`config.mk`:
```
export PLATFORM = sky130hd
export DESIGN_NAME = gf256_inv_pipe
export DESIGN_NICKNAME = d
export VERILOG_FILES = /design/src/rtl/gf256_inv_pipe.sv
export SDC_FILE = /design/constraint.sdc
export NUM_CORES = 1
export LEC_CHECK = 0
export CAP_MARGIN = 20
export CORE_MARGIN = 10
export CORE_UTILIZATION = 40
export DETAILED_ROUTE_END_ITERATION = 12
export DONT_BUFFER_PORTS = 1
export PLACE_DENSITY = 0.62
export RECOVER_POWER = 100
export SLEW_MARGIN = 20
export SYNTH_ARGS = -nofsm -noshare
export SYNTH_HDL_FRONTEND = slang
export SYNTH_SLANG_ARGS = --single-unit
```
`constraint.sdc`:
```
create_clock -name clk -period 4.7 [get_ports clk]
set_input_delay 0.705 -clock clk [delete_from_list [all_inputs] [get_ports clk]]
set_output_delay 0.705 -clock clk [all_outputs]
set_load 0.01 [all_outputs]
```
`src/rtl/gf256_inv_pipe.sv`:
```
// gf256_inv_pipe: LANES-wide, 3-stage pipelined GF(2^8) inverter / AES S-box
// built on the Canright normal-basis tower GF(2^8)/GF(2^4)/GF(2^2).
//   MODE=0 : raw multiplicative inverse in tower normal basis (1 == 8'hFF)
//   MODE=1 : AES forward S-box (basis change + inverse + affine)
// Optional macro GF256_INV_SBOX_DEC_EN adds port in_dec, selecting the inverse
// S-box per beat (MODE=1 only). Without it the engine is forward-only.
module gf256_inv_pipe #(
  parameter int LANES = 4,
  parameter int TAG_W = 4,
  parameter int MODE  = 1
) (
  input  logic               clk,
  input  logic               rst_n,
  input  logic               in_valid,
  output logic               in_ready,
  input  logic [8*LANES-1:0] in_data,
  input  logic [TAG_W-1:0]   in_tag,
`ifdef GF256_INV_SBOX_DEC_EN
  input  logic               in_dec,
`endif
  output logic               out_valid,
  input  logic               out_ready,
  output logic [8*LANES-1:0] out_data,
  output logic [TAG_W-1:0]   out_tag,
  output logic               busy
);

  // Basis-change matrices: byte j (counted from the LSB) is the image of input bit j.
  // X2S folds the AES affine matrix in; S2X folds the inverse affine matrix in.
  localparam logic [63:0] A2X = 64'h98F3_F248_0981_A9FF;
  localparam logic [63:0] X2S = 64'h582D_9E0B_DC04_0324;
  localparam logic [63:0] S2X = 64'h8C79_05EB_1204_5153;
  localparam logic [63:0] X2A = 64'h6478_6E8C_6829_DE60;

  // GF(2^2) arithmetic, normal basis (W^2, W)
  function automatic logic [1:0] g4_mul(input logic [1:0] x, input logic [1:0] y);
    logic e;
    e = (x[1] ^ x[0]) & (y[1] ^ y[0]);
    return {(x[1] & y[1]) ^ e, (x[0] & y[0]) ^ e};
  endfunction

  function automatic logic [1:0] g4_sq(input logic [1:0] x);
    return {x[0], x[1]};
  endfunction

  function automatic logic [1:0] g4_scl_n(input logic [1:0] x);
    return {x[0], x[1] ^ x[0]};
  endfunction

  function automatic logic [1:0] g4_scl_n2(input logic [1:0] x);
    return {x[1] ^ x[0], x[1]};
  endfunction

  // GF(2^4) arithmetic, normal basis (A^8, A^2)
  function automatic logic [3:0] g16_mul(input logic [3:0] x, input logic [3:0] y);
    logic [1:0] e;
    e = g4_scl_n(g4_mul(x[3:2] ^ x[1:0], y[3:2] ^ y[1:0]));
    return {g4_mul(x[3:2], y[3:2]) ^ e, g4_mul(x[1:0], y[1:0]) ^ e};
  endfunction

  // Square and scale by nu, the norm constant of the GF(2^8) level
  function automatic logic [3:0] g16_sq_scl(input logic [3:0] x);
    return {g4_sq(x[3:2] ^ x[1:0]), g4_scl_n2(g4_sq(x[1:0]))};
  endfunction

  // Inverse via GF(2^2); the GF(2^2) inverse equals the square
  function automatic logic [3:0] g16_inv(input logic [3:0] x);
    logic [1:0] c, d, e;
    c = g4_scl_n(g4_sq(x[3:2] ^ x[1:0]));
    d = g4_mul(x[3:2], x[1:0]);
    e = g4_sq(c ^ d);
    return {g4_mul(e, x[1:0]), g4_mul(e, x[3:2])};
  endfunction

  function automatic logic [7:0] basis(input logic [7:0] x, input logic [63:0] m);
    logic [7:0] y;
    y = '0;
    for (int j = 0; j < 8; j++) begin
      if (x[j]) y = y ^ m[8*j +: 8];
    end
    return y;
  endfunction

  logic                 vld_p1_q, vld_p2_q, vld_p3_q;
  logic                 en1, en2, en3;
  logic [4*LANES-1:0]   a_p1_q, b_p1_q, d_p1_q, a_p1_d, b_p1_d, d_p1_d;
  logic [4*LANES-1:0]   a_p2_q, b_p2_q, dinv_p2_q, dinv_p2_d;
  logic [8*LANES-1:0]   out_data_q, out_data_d;
  logic [TAG_W-1:0]     tag_p1_q, tag_p2_q, out_tag_q;
  logic                 dec_s1, dec_s3;

`ifdef GF256_INV_SBOX_DEC_EN
  logic dec_p1_q, dec_p2_q;
  assign dec_s1 = in_dec;
  assign dec_s3 = dec_p2_q;
`else
  assign dec_s1 = 1'b0;
  assign dec_s3 = 1'b0;
`endif

  assign en3       = !vld_p3_q | out_ready;
  assign en2       = !vld_p2_q | en3;
  assign en1       = !vld_p1_q | en2;
  assign in_ready  = en1;
  assign out_valid = vld_p3_q;
  assign out_data  = out_data_q;
  assign out_tag   = out_tag_q;
  assign busy      = vld_p1_q | vld_p2_q | vld_p3_q;

  // Stage 1: input basis change, split into nibbles, norm term d = ab + nu(a+b)^2
  always_comb begin
    logic [7:0] x;
    logic [3:0] hi, lo;
    x = '0; hi = '0; lo = '0;
    a_p1_d = '0; b_p1_d = '0; d_p1_d = '0;
    for (int k = 0; k < LANES; k++) begin
      x = in_data[8*k +: 8];
      if (MODE != 0) x = dec_s1 ? basis(x ^ 8'h63, S2X) : basis(x, A2X);
      hi = x[7:4];
      lo = x[3:0];
      a_p1_d[4*k +: 4] = hi;
      b_p1_d[4*k +: 4] = lo;
      d_p1_d[4*k +: 4] = g16_mul(hi, lo) ^ g16_sq_scl(hi ^ lo);
    end
  end

  // Stage 2: GF(2^4) inverse of the norm term
  always_comb begin
    dinv_p2_d = '0;
    for (int k = 0; k < LANES; k++) begin
      dinv_p2_d[4*k +: 4] = g16_inv(d_p1_q[4*k +: 4]);
    end
  end

  // Stage 3: recombine {dinv*b, dinv*a}, then output basis change (+ affine)
  always_comb begin
    logic [7:0] y;
    logic [3:0] di;
    y = '0; di = '0;
    out_data_d = '0;
    for (int k = 0; k < LANES; k++) begin
      di = dinv_p2_q[4*k +: 4];
      y  = {g16_mul(di, b_p2_q[4*k +: 4]), g16_mul(di, a_p2_q[4*k +: 4])};
      if (MODE != 0) y = dec_s3 ? basis(y, X2A) : (basis(y, X2S) ^ 8'h63);
      out_data_d[8*k +: 8] = y;
    end
  end

  // Pipeline registers: each stage loads when its enable is high; reset clears everything
  always_ff @(posedge clk) begin
    if (!rst_n) begin
      vld_p1_q   <= 1'b0;
      vld_p2_q   <= 1'b0;
      vld_p3_q   <= 1'b0;
      a_p1_q     <= '0;
      b_p1_q     <= '0;
      d_p1_q     <= '0;
      tag_p1_q   <= '0;
      a_p2_q     <= '0;
      b_p2_q     <= '0;
      dinv_p2_q  <= '0;
      tag_p2_q   <= '0;
      out_data_q <= '0;
      out_tag_q  <= '0;
`ifdef GF256_INV_SBOX_DEC_EN
      dec_p1_q   <= 1'b0;
      dec_p2_q   <= 1'b0;
`endif
    end else begin
      if (en1) begin
        vld_p1_q <= in_valid;
        a_p1_q   <= a_p1_d;
        b_p1_q   <= b_p1_d;
        d_p1_q   <= d_p1_d;
        tag_p1_q <= in_tag;
`ifdef GF256_INV_SBOX_DEC_EN
        dec_p1_q <= in_dec;
`endif
      end
      if (en2) begin
        vld_p2_q  <= vld_p1_q;
        a_p2_q    <= a_p1_q;
        b_p2_q    <= b_p1_q;
        dinv_p2_q <= dinv_p2_d;
        tag_p2_q  <= tag_p1_q;
`ifdef GF256_INV_SBOX_DEC_EN
        dec_p2_q  <= dec_p1_q;
`endif
      end
      if (en3) begin
        vld_p3_q   <= vld_p2_q;
        out_data_q <= out_data_d;
        out_tag_q  <= tag_p2_q;
      end
    end
  end

endmodule

```
==> run_summary.xml, run 1 <==
<?xml version="1.0" encoding="UTF-8"?>
<metrics>
  <group name="logic_synthesis">
    <metric name="synth_enable_flop_cells" unit="">0</metric>
    <metric name="cell_taking_the_most_area_after_synthesis" unit="">dfxtp_1</metric>
    <metric name="yosysUniqueCellTypes" unit="">56</metric>
    <metric name="ys_warn_count" unit="">0</metric>
    <metric name="average_cell_area_after_synthesis" unit="um^2">8.23</metric>
    <metric name="post_synth_inst_count" unit="">1235</metric>
    <metric name="dominantRegCellSynth" unit="">dfxtp_1</metric>
    <metric name="postSynth.asyncResetShare" unit="%">0</metric>
    <metric name="synth.ff_latch_count" unit="">143</metric>
    <metric name="post_synth_instance_area" unit="um^2">10200</metric>
    <metric name="synth.net_count" unit="">1299</metric>
    <metric name="synth_area_leaders" unit="">dfxtp_1 28%, xnor2_1 15%, xor2_1 6.7%</metric>
    <metric name="synth_sequential_area_ratio" unit="%">28.2</metric>
    <metric name="yosys.area.top_type_share" unit="%">28.2</metric>
  </group>
  <group name="sta">
    <metric name="max_clock_freq" unit="GHz">0.287</metric>
    <metric name="largest_clock_skew_in_the_final_design" unit="ns">0.0155</metric>
    <metric name="rsz0062_at_grt" unit="">no</metric>
    <metric name="timing_hold_violations_final" unit="">0</metric>
    <metric name="slew_headroom" unit="%">-44.4</metric>
    <metric name="maxSlewViolCount" unit="">100</metric>
    <metric name="final_period_minus_worst_setup_slack" unit="ns">3.48</metric>
    <metric name="fin_setup_tns" unit="ns">0</metric>
    <metric name="worstMarginPinSlew" unit="ns">2.15</metric>
    <metric name="finalWorstSetupSlack" unit="ns">1.22</metric>
    <metric name="setup_viol" unit="">0</metric>
    <metric name="final_min_period_over_clock_period" unit="%">74.1</metric>
  </group>
  <group name="global_routing">
    <metric name="grt_start_max_net_pins" unit="">69</metric>
    <metric name="grt_pass1_wl" unit="um">36400</metric>
    <metric name="antenna_found_initial" unit="">0</metric>
    <metric name="globalRouteTotalUtil" unit="%">13.7</metric>
    <metric name="grt.overflow.total" unit="">0</metric>
    <metric name="grt_pass1_vias" unit="">6978</metric>
  </group>
  <group name="clock_tree">
    <metric name="number_of_gates_resized_after_cts" unit="">0</metric>
    <metric name="clock-sinks" unit="">143</metric>
    <metric name="clock_tree.buffer_depth" unit="">2</metric>
    <metric name="cts_root_buf" unit="">clkbuf_16</metric>
    <metric name="worst_skew_pair.late_latency" unit="ns">0.43</metric>
    <metric name="htree_levels" unit="">4</metric>
    <metric name="cts.clk_slew.worst_paths" unit="ns">0.07</metric>
    <metric name="cts-buffers-inserted" unit="">17</metric>
    <metric name="cts_hold_repair.buffers" unit="">0</metric>
    <metric name="cts_tree" unit="">done</metric>
    <metric name="post_cts_buffers" unit="">0</metric>
  </group>
  <group name="layout">
    <metric name="final_layout_size_suffix_gt1_share" unit="%">7.49</metric>
    <metric name="antenna-diode-count" unit="">0</metric>
    <metric name="design.final.nets" unit="">1240</metric>
    <metric name="area.growth.synth_to_final" unit="%">6.12</metric>
  </group>
  <group name="die">
    <metric name="die-width" unit="um">179</metric>
    <metric name="die_h" unit="um">179</metric>
    <metric name="coreArea" unit="um^2">25100</metric>
    <metric name="floorplan.initialDensity" unit="%">40.5</metric>
    <metric name="ios" unit="">79</metric>
    <metric name="rows" unit="">58</metric>
    <metric name="dieArea" unit="um^2">32200</metric>
  </group>
  <group name="routing">
    <metric name="first_iter_violations" unit="">427</metric>
    <metric name="met2WireLength" unit="um">8580</metric>
    <metric name="post_drt_via_cell_ratio" unit="">4.99</metric>
    <metric name="vias" unit="">7583</metric>
    <metric name="wl_met1" unit="um">11800</metric>
    <metric name="detail-route-antenna-nets" unit="">0</metric>
    <metric name="drc_errors" unit="">0</metric>
    <metric name="detailedRoute.firstPassIterationCount" unit="">4</metric>
    <metric name="met3_length" unit="um">1450</metric>
    <metric name="totalWireLength" unit="um">22000</metric>
    <metric name="post_drt_wl_per_cell" unit="um">14.5</metric>
    <metric name="highest_layer" unit="">met4</metric>
  </group>
  <group name="outcome">
    <metric name="result_of_the_run" unit="">complete, but fails checks</metric>
    <metric name="failed_checks" unit="">capacitance limit, slew limit</metric>
  </group>
  <group name="setup_path">
    <metric name="timing.critical_path.max_delay_family" unit="">buffers and inverters</metric>
    <metric name="cp.required" unit="ns">5.02</metric>
    <metric name="path_cells" unit="">clkinvlp_2 &gt; clkbuf_1 &gt; a211oi_1</metric>
    <metric name="worst_ep_arrival_time" unit="ns">3.80</metric>
    <metric name="path_max_fanout" unit="">59</metric>
    <metric name="crit_path_start_kind" unit="">input port</metric>
    <metric name="timing.setup.critical_path_class" unit="">input port to flop</metric>
    <metric name="cpMaxStageDelayCell" unit="">clkinvlp_2</metric>
    <metric name="worstSetupEndpointType" unit="">flop</metric>
    <metric name="slowest_delay" unit="ns">1.60</metric>
    <metric name="worst-path-buf-inv" unit="">2</metric>
  </group>
  <group name="placed_design">
    <metric name="dp_worst_setup_slack" unit="ns">1.55</metric>
    <metric name="post-dp-hpwl" unit="um">16200</metric>
    <metric name="globalplace.congestion" unit="">0.810</metric>
    <metric name="io_buffer_count" unit="">0</metric>
  </group>
  <group name="run">
    <metric name="drv_cap" unit="">2</metric>
  </group>
  <group name="power_and_ir_drop">
    <metric name="p_leak" unit="uW">0.00424</metric>
    <metric name="power_density" unit="nW/um^2">551</metric>
    <metric name="peakVddDrop" unit="mV">0.259</metric>
    <metric name="total_power" unit="uW">5940</metric>
  </group>
  <group name="min_path">
    <metric name="holdCritPathClass" unit="">input port to flop</metric>
  </group>
</metrics>
[worst reg2reg max path, cell delays in order, from the launching register on]
cell and delay, ns:
dfxtp_1 0.36, nor2b_2 0.17, buf_4 0.21, and3_1 0.23
inv_2 0.29, clkbuf_1 1.03, clkbuf_1 0.67, nand2_1 0.20
a21oi_1 0.18
[metrics by stage]
stage,instances,hold WS (ns),area [um^2],util (%)
2_1_floorplan,1235,0.432,10200,-
3_3_place_gp,1487,0.439,10300,40.8
4_1_cts,1519,0.401,10800,43.1
6_report,1519,0.411,10800,42.9
5_1_grt,1519,0.403,10800,42.9
3_5_place_dp,1487,0.444,10300,40.8
[registers in the layout, summed over array words and instances (netlist names)]
name and count:
out_data 32, a_p1_q 16, a_p2_q 16, b_p1_q 16
b_p2_q 16, d_p1_q 16, dinv_p2_q 16, out_tag 4
tag_p1_q 4, tag_p2_q 4, out_valid 1, vld_p1_q 1
vld_p2_q 1
[cell usage after synthesis, types with 3 or more instances]
library cell,instances
buf_1,5
and3_1,8
xor3_1,5
a31oi_1,6
buf_2,25
or2_2,3
a22oi_1,15
xnor2_2,4
a211oi_1,31
ha_1,24
buf_4,5
nand4_1,3
o211ai_1,3
nor3_1,28
xor2_2,4
mux2i_1,14
xnor3_1,14
xnor2_1,174
mux2_2,26
a22o_1,11
a21oi_1,100
dfxtp_1,143
xor2_1,78
nand2b_1,27
nor2b_1,6
inv_1,14
nand3_1,8
nand2_1,177
or3_1,5
nor2_1,125
o21ai_0,57
xnor3_2,3
clkbuf_1,47
a21o_1,5
[layout by cell type (no fill, tap or decap), types with 4 or more instances in the layout]
cell type and n:
nand2_1 176, xnor2_1 176, dfxtp_1 143, nor2_1 125, a21oi_1 100, xor2_1 78, o21ai_0 57, a211oi_1 31
nor3_1 28, nand2b_1 26, mux2_2 26, ha_1 24, clkbuf_16 17, a22oi_1 15, xnor3_1 14, mux2i_1 14
inv_1 13, a22o_1 11, and3_1 8, nand3_1 8, a31oi_1 8, xor3_1 5, nor2b_1 5, or3_1 5
a21o_1 5, xor2_2 4, clkinv_4 4, inv_6 4, clkbuf_1 4
[cells by family after synthesis]
| group | share of synthesized area (%) |
|---|---|
| buf+inv | 4.29 |
| fa+ha+maj | 2.96 |
| mux | 4.26 |
| xor+xnor | 28.5 |
| compound gates | 15.5 |
| flops | 28.2 |
| simple gates | 16.3 |
[worst paths after layout]
kind	start	to	cells past startpoint	slack, ns
worst max-delay path	rst_n	d_p1_q[10]	3	1.22
worst min-delay path	in_data[8]	b_p1_q[6]	2	0.41
worst max register to register	out_valid	b_p1_q[3]	8	1.25
worst min register to register	tag_p2_q[2]	tag_p2_q[2]	2	0.45
[metal layers]
metal | track usage [%] | up-vias
met3 | 3.94 | 14
met5 | 0 | -
met1 | 20.5 | 3397
li1 | - | 4046
met4 | 2.97 | 0
met2 | 19.0 | 126
[final cells by class]
cell class	instances	area [um^2]
Fill cell	2623	14300
Inverter	15	57.6
Timing Repair Buffer	7	37.5
Multi-Input combinational cell	992	6830
Tap cell	330	413
Clock buffer	17	425
Sequential cell	143	2860
Clock inverter	15	151
[power breakdown]
group,leakage (uW),switching (uW),internal (uW)
clock network,0.000284,587,746
logic,0.00277,1330,1430
registers,0.00118,364,1490
(Power assumes the default switching activity.)
==> run 2: changes to the inputs <==
--- a/config.mk
+++ b/config.mk
@@ -10,7 +10,7 @@
 export CORE_UTILIZATION = 40
 export DETAILED_ROUTE_END_ITERATION = 12
 export DONT_BUFFER_PORTS = 1
-export PLACE_DENSITY = 0.62
+export PLACE_DENSITY = 0.64
 export RECOVER_POWER = 100
 export SLEW_MARGIN = 20
 export SYNTH_ARGS = -nofsm -noshare
==> constraint.sdc (replaced) <==
create_clock -name clk -period 3.09 [get_ports clk]
set_input_delay 0.4635 -clock clk [delete_from_list [all_inputs] [get_ports clk]]
set_output_delay 0.4635 -clock clk [all_outputs]
set_load 0.01 [all_outputs]
==> run_summary.xml, run 2 (synthesis results as in run 1) <==
<?xml version="1.0" encoding="UTF-8"?>
<metrics>
  <group name="outcome">
    <metric name="result_of_the_run" unit="">complete, but fails checks</metric>
    <metric name="failed_checks" unit="">capacitance limit, slew limit</metric>
  </group>
  <group name="placed_design">
    <metric name="dp_worst_setup_slack" unit="ns">0.486</metric>
    <metric name="dpl-instance-area" unit="um^2">10300</metric>
    <metric name="io_buffer_count" unit="">0</metric>
    <metric name="globalplace.congestion" unit="">0.797</metric>
    <metric name="post-dp-hpwl" unit="um">16200</metric>
  </group>
  <group name="global_routing">
    <metric name="grt_start_max_net_pins" unit="">52</metric>
    <metric name="antenna_found_initial" unit="">0</metric>
    <metric name="grt.overflow.total" unit="">0</metric>
    <metric name="globalRouteTotalUtil" unit="%">13.6</metric>
    <metric name="grt_pass1_vias" unit="">7017</metric>
    <metric name="grt_pass1_wl" unit="um">36200</metric>
  </group>
  <group name="setup_path">
    <metric name="rrSetupSlack" unit="ns">0.45</metric>
    <metric name="worst_ep_arrival_time" unit="ns">2.93</metric>
    <metric name="path_max_fanout" unit="">34</metric>
    <metric name="ff2ff_path_depth" unit="">6</metric>
    <metric name="critical_r2r_capture" unit="">b_p2_q[9]</metric>
    <metric name="crit_path_start_kind" unit="">flop</metric>
    <metric name="timing.setup.critical_path_class" unit="">flop to flop</metric>
    <metric name="worstSetupEndpointType" unit="">flop</metric>
    <metric name="worst_r2r_startpoint" unit="">out_valid</metric>
    <metric name="cp.required" unit="ns">3.38</metric>
  </group>
  <group name="sta">
    <metric name="maxSlewViolCount" unit="">44</metric>
    <metric name="final_min_period_over_clock_period" unit="%">85.6</metric>
    <metric name="worstMarginPinSlew" unit="ns">1.57</metric>
    <metric name="setup_viol" unit="">0</metric>
    <metric name="max_clock_freq" unit="GHz">0.378</metric>
    <metric name="timing_hold_violations_final" unit="">0</metric>
    <metric name="rsz0062_at_grt" unit="">no</metric>
    <metric name="final_period_minus_worst_setup_slack" unit="ns">2.64</metric>
    <metric name="slew_headroom" unit="%">-5.40</metric>
    <metric name="fin_setup_tns" unit="ns">0</metric>
    <metric name="largest_clock_skew_in_the_final_design" unit="ns">0.0104</metric>
    <metric name="finalWorstSetupSlack" unit="ns">0.446</metric>
  </group>
  <group name="routing">
    <metric name="met3_length" unit="um">1370</metric>
    <metric name="totalWireLength" unit="um">21900</metric>
    <metric name="post_drt_via_cell_ratio" unit="">5.00</metric>
    <metric name="highest_layer" unit="">met4</metric>
    <metric name="post_drt_wl_per_cell" unit="um">14.4</metric>
    <metric name="met2WireLength" unit="um">8610</metric>
    <metric name="vias" unit="">7641</metric>
    <metric name="detailedRoute.firstPassIterationCount" unit="">5</metric>
    <metric name="first_iter_violations" unit="">465</metric>
    <metric name="detail-route-antenna-nets" unit="">0</metric>
    <metric name="wl_met1" unit="um">11700</metric>
    <metric name="drc_errors" unit="">0</metric>
  </group>
  <group name="layout">
    <metric name="area.growth.synth_to_final" unit="%">6.39</metric>
    <metric name="largest_reg_flops" unit="">32</metric>
    <metric name="layout_common_cells" unit="">176 x nand2_1, 176 x xnor2_1, 143 x dfxtp_1</metric>
    <metric name="antenna-diode-count" unit="">0</metric>
    <metric name="final_layout_size_suffix_gt1_share" unit="%">7.85</metric>
    <metric name="design.final.nets" unit="">1249</metric>
    <metric name="finalInstanceArea" unit="um^2">10800</metric>
  </group>
  <group name="die">
    <metric name="die_h" unit="um">179</metric>
    <metric name="coreArea" unit="um^2">25100</metric>
    <metric name="dieArea" unit="um^2">32200</metric>
    <metric name="floorplan.initialDensity" unit="%">40.5</metric>
    <metric name="rows" unit="">58</metric>
    <metric name="die-width" unit="um">179</metric>
    <metric name="ios" unit="">79</metric>
  </group>
  <group name="clock_tree">
    <metric name="cts.clk_slew.worst_paths" unit="ns">0.06</metric>
    <metric name="cts_tree" unit="">done</metric>
    <metric name="post_cts_buffers" unit="">0</metric>
    <metric name="worst_skew_pair.late_latency" unit="ns">0.42</metric>
    <metric name="htree_levels" unit="">4</metric>
    <metric name="clock_tree.buffer_depth" unit="">2</metric>
    <metric name="number_of_gates_resized_after_cts" unit="">0</metric>
    <metric name="cts_hold_repair.buffers" unit="">0</metric>
    <metric name="cts_root_buf" unit="">clkbuf_16</metric>
    <metric name="clock-sinks" unit="">143</metric>
    <metric name="cts-buffers-inserted" unit="">17</metric>
  </group>
  <group name="min_path">
    <metric name="min_delay_worst_endpoint" unit="">vld_p1_q</metric>
    <metric name="min_path_cells" unit="">2</metric>
    <metric name="timing.hold.worst.start" unit="">in_valid</metric>
    <metric name="holdCritPathClass" unit="">input port to flop</metric>
  </group>
  <group name="power_and_ir_drop">
    <metric name="peakVddDrop" unit="mV">0.429</metric>
    <metric name="power_density" unit="nW/um^2">828</metric>
    <metric name="p_leak" unit="uW">0.00426</metric>
  </group>
  <group name="run">
    <metric name="drv_cap" unit="">1</metric>
  </group>
</metrics>
==> run 2: changes by cell type in the layout (fill, tap and decap cells not counted), moves of 2 or more <==
cell	previous run	this run
buf_4	3	6
clkbuf_1	4	6
clkbuf_2	0	4
clkinvlp_4	1	3
inv_8	3	1
==> run 2: power breakdown <==
part | total [uW] | internal, uW | switching [uW]
Combinational | 4210 | 2180 | 2030
Sequential | 2820 | 2260 | 557
Clock | 1910 | 1060 | 851
==> run 2: stage by stage <==
stage / instances / hold slack, ns / utilization [%] / total power [uW]
2_1_floorplan: 1235 / 0.432 / - / 6500
3_3_place_gp: 1496 / 0.440 / 41.2 / 7040
3_5_place_dp: 1496 / 0.445 / 41.2 / 7150
4_1_cts: 1528 / 0.159 / 43.3 / 9080
5_1_grt: 1528 / 0.166 / 43.0 / 9700
6_report: 1528 / 0.170 / 43.0 / 8950
==> run 2: area by class of cell <==
cell class	instances	area (um^2)
Fill cell	2606	14300
Sequential cell	143	2860
Multi-Input combinational cell	992	6820
Inverter	15	57.6
Timing Repair Buffer	16	104
Clock buffer	19	443
Tap cell	330	413
Clock inverter	13	105
==> run 2: worst max-delay path, stage by stage (launching register included) <==
cell and delay [ns]:
dfxtp_1 0.44, nor2b_1 0.20, clkbuf_1 0.60, and2_1 0.33, clkbuf_2 0.63, nand2_1 0.12, a21oi_1 0.18
==> run 2: worst max path at each step <==
| stage | start | endpoint | depth (start not counted) | slack, ns |
|---|---|---|---|---|
| finish | out_valid | b_p2_q[9] | 6 | 0.45 |
| detailed placement | in_data[21] | d_p1_q[8] | 9 | 0.49 |
| global placement | in_data[5] | d_p1_q[2] | 10 | 0.55 |
| CTS | out_valid | in_ready | 5 | 0.52 |
| global route | out_valid | b_p2_q[5] | 6 | 0.22 |
| floorplan | in_data[26] | d_p1_q[12] | 10 | 0.27 |
==> run 2: per-layer routing <==
metal | vias up | track usage, %
li1 | 4063 | -
met1 | 3447 | 20.1
met2 | 117 | 18.7
met3 | 14 | 3.63
met4 | 0 | 4.34
met5 | - | 0
==> run 3: changes to the inputs <==
--- a/config.mk
+++ b/config.mk
@@ -10,8 +10,10 @@
 export CORE_UTILIZATION = 40
 export DETAILED_ROUTE_END_ITERATION = 12
 export DONT_BUFFER_PORTS = 1
+export GPL_TIMING_DRIVEN = 0
 export PLACE_DENSITY = 0.64
 export RECOVER_POWER = 100
+export REMOVE_ABC_BUFFERS = 1
 export SLEW_MARGIN = 20
 export SYNTH_ARGS = -nofsm -noshare
 export SYNTH_HDL_FRONTEND = slang
==> run_summary.xml, run 3 (synthesis results as in run 1) <==
<?xml version="1.0" encoding="UTF-8"?>
<metrics>
  <group name="outcome">
    <metric name="result_of_the_run" unit="">complete, but fails checks</metric>
    <metric name="failed_checks" unit="">capacitance limit, slew limit</metric>
  </group>
  <group name="die">
    <metric name="ios" unit="">79</metric>
    <metric name="coreArea" unit="um^2">25100</metric>
    <metric name="die-width" unit="um">179</metric>
    <metric name="dieArea" unit="um^2">32200</metric>
    <metric name="die_h" unit="um">179</metric>
    <metric name="rows" unit="">58</metric>
    <metric name="floorplan.initialDensity" unit="%">40.5</metric>
  </group>
  <group name="setup_path">
    <metric name="timing.critical_path.max_delay_family" unit="">simple AND/OR/NAND/NOR gates</metric>
    <metric name="worstSetupEndpointType" unit="">flop</metric>
    <metric name="worst_ep_arrival_time" unit="ns">3.13</metric>
    <metric name="timing.setup.critical_path_class" unit="">flop to flop</metric>
    <metric name="path_cells" unit="">nor2b_4 &gt; buf_8 &gt; and3_4 &gt; buf_16 &gt; inv_4 &gt; nand2_1 &gt; or2_2 &gt; mux2i_1 &gt; a311o_1</metric>
    <metric name="cpMaxStageDelayCell" unit="">dfxtp_1</metric>
    <metric name="cp.required" unit="ns">3.40</metric>
    <metric name="worst-path-buf-inv" unit="">3</metric>
    <metric name="cp-startpoint" unit="">out_valid</metric>
    <metric name="worst_r2r_startpoint" unit="">out_valid</metric>
    <metric name="crit_path_start_kind" unit="">flop</metric>
    <metric name="slowest_delay" unit="ns">0.43</metric>
    <metric name="path_max_fanout" unit="">63</metric>
  </group>
  <group name="sta">
    <metric name="largest_clock_skew_in_the_final_design" unit="ns">0.00897</metric>
    <metric name="slew_headroom" unit="%">-0.591</metric>
    <metric name="maxSlewViolCount" unit="">38</metric>
    <metric name="worstMarginPinSlew" unit="ns">1.51</metric>
    <metric name="rsz0062_at_grt" unit="">no</metric>
    <metric name="final_min_period_over_clock_period" unit="%">91.0</metric>
    <metric name="hold-worst-slack" unit="ns">0.171</metric>
    <metric name="final_period_minus_worst_setup_slack" unit="ns">2.81</metric>
    <metric name="max_clock_freq" unit="GHz">0.355</metric>
    <metric name="timing_hold_violations_final" unit="">0</metric>
    <metric name="setup_viol" unit="">0</metric>
  </group>
  <group name="layout">
    <metric name="end_of_flow_core_utilization" unit="%">43.2</metric>
    <metric name="final_layout_size_suffix_gt1_share" unit="%">7.33</metric>
    <metric name="register_area" unit="um^2">2860</metric>
    <metric name="largest_reg_flops" unit="">32</metric>
    <metric name="finalInstanceArea" unit="um^2">10800</metric>
    <metric name="fillers" unit="">2570</metric>
    <metric name="area.growth.synth_to_final" unit="%">6.66</metric>
    <metric name="antenna-diode-count" unit="">0</metric>
    <metric name="layout_common_cells" unit="">176 x nand2_1, 176 x xnor2_1, 143 x dfxtp_1</metric>
    <metric name="multi_input_area" unit="um^2">6830</metric>
    <metric name="design.final.nets" unit="">1238</metric>
  </group>
  <group name="run">
    <metric name="drv_cap" unit="">1</metric>
  </group>
  <group name="clock_tree">
    <metric name="cts_root_buf" unit="">clkbuf_16</metric>
    <metric name="cts_hold_repair.buffers" unit="">0</metric>
    <metric name="clock-sinks" unit="">143</metric>
    <metric name="clock_tree.buffer_depth" unit="">2</metric>
    <metric name="cts-buffers-inserted" unit="">17</metric>
    <metric name="worst_skew_pair.late_latency" unit="ns">0.43</metric>
    <metric name="htree_levels" unit="">4</metric>
    <metric name="cts_tree" unit="">done</metric>
    <metric name="cts.clk_slew.worst_paths" unit="ns">0.06</metric>
  </group>
  <group name="global_routing">
    <metric name="grtUsageMet1" unit="%">17.4</metric>
    <metric name="antenna_found_initial" unit="">0</metric>
    <metric name="groute.layer.met3.usage" unit="%">3.71</metric>
    <metric name="grt_met2_use" unit="%">22.2</metric>
    <metric name="globalRouteTotalUtil" unit="%">13.7</metric>
    <metric name="grt_pass1_vias" unit="">7332</metric>
    <metric name="grt.overflow.total" unit="">0</metric>
    <metric name="top_usage_layer_grt" unit="">met2</metric>
    <metric name="grt_start_max_net_pins" unit="">100</metric>
    <metric name="grt_pass1_wl" unit="um">36400</metric>
  </group>
  <group name="placed_design">
    <metric name="io_buffer_count" unit="">0</metric>
    <metric name="post-dp-hpwl" unit="um">15900</metric>
    <metric name="globalplace.congestion" unit="">0.817</metric>
    <metric name="dpl-instance-area" unit="um^2">10300</metric>
  </group>
  <group name="min_path">
    <metric name="timing.hold.worst.start" unit="">in_valid</metric>
    <metric name="holdCritPathClass" unit="">input port to flop</metric>
  </group>
  <group name="routing">
    <metric name="detail-route-antenna-nets" unit="">0</metric>
    <metric name="totalWireLength" unit="um">21700</metric>
    <metric name="detailedRoute.firstPassIterationCount" unit="">5</metric>
    <metric name="post_drt_wl_per_cell" unit="um">14.3</metric>
    <metric name="first_iter_violations" unit="">332</metric>
    <metric name="drc_errors" unit="">0</metric>
    <metric name="post_drt_via_cell_ratio" unit="">5.08</metric>
    <metric name="vias" unit="">7711</metric>
  </group>
  <group name="power_and_ir_drop">
    <metric name="sw_frac_of_total" unit="%">37.7</metric>
    <metric name="share_comb_of_total_power" unit="%">46.3</metric>
    <metric name="p_sw" unit="uW">3400</metric>
    <metric name="peakVddDrop" unit="mV">0.373</metric>
    <metric name="power_density" unit="nW/um^2">834</metric>
    <metric name="internal_power" unit="uW">5630</metric>
    <metric name="p_leak" unit="uW">0.00425</metric>
    <metric name="clkPwrFrac" unit="%">22.4</metric>
    <metric name="power.sequential.fraction" unit="%">31.3</metric>
  </group>
</metrics>
run 3: worst reg2reg max path: stages (launching register included):
cell	delay, ns
dfxtp_1	0.43
nor2b_4	0.32
buf_8	0.20
and3_4	0.40
buf_16	0.22
inv_4	0.25
nand2_1	0.35
or2_2	0.17
mux2i_1	0.06
a311o_1	0.31
run 3: area by class of cell:
cell class | instances | area share, %
Multi-Input combinational cell | 992 | 63.0
Sequential cell | 143 | 26.4
Clock buffer | 22 | 4.47
Tap cell | 330 | 3.81
Clock inverter | 10 | 0.947
Timing Repair Buffer | 5 | 0.727
Inverter | 15 | 0.589
run 3: worst paths after layout:
check,endpoint,cells after the start,slack (ns)
max,d_p1_q[12],9,0.28
min,vld_p1_q,2,0.17
max reg2reg,d_p1_q[12],9,0.28
min reg2reg,tag_p1_q[3],2,0.45
run 3: through the flow:
stage / std cells / total power (uW) / worst slack (ns) / setup TNS [ns]
2_1_floorplan: 1150 / 6420 / -0.597 / -10.83
3_3_place_gp: 1480 / 7020 / -2.56 / -183.41
3_5_place_dp: 1485 / 7130 / -0.0834 / -0.164
4_1_cts: 1517 / 9180 / 0.0689 / 0
5_1_grt: 1517 / 9760 / 0.0242 / 0
6_report: 1517 / 9040 / 0.277 / 0
run 3: power groups by stage:
| stage | Sequential [uW] | Combinational [uW] | Clock, uW |
|---|---|---|---|
| 2_1_floorplan | 2700 | 3720 | 0 |
| 3_3_place_gp | 2870 | 4140 | 0 |
| 3_5_place_dp | 2890 | 4240 | 0 |
| 4_1_cts | 2850 | 4260 | 2070 |
| 5_1_grt | 2910 | 4690 | 2150 |
| 6_report | 2830 | 4180 | 2020 |
run 3: timing repair:
item,CTS,global route
hold endpoints to repair,0,0
endpoints found under the setup margin,3,3
buffers inserted,0,0
resized for setup,1,1
run 3: layer usage:
| metal | routed length, um | part of all wire [%] | up-vias |
|---|---|---|---|
| met2 | 10100 | 46 | 114 |
| li1 | - | - | 4041 |
| met3 | 1290 | 5.9 | 20 |
| met1 | 10000 | 46 | 3536 |
| met5 | 0 | 0 | - |
| met4 | 323 | 1.5 | 0 |
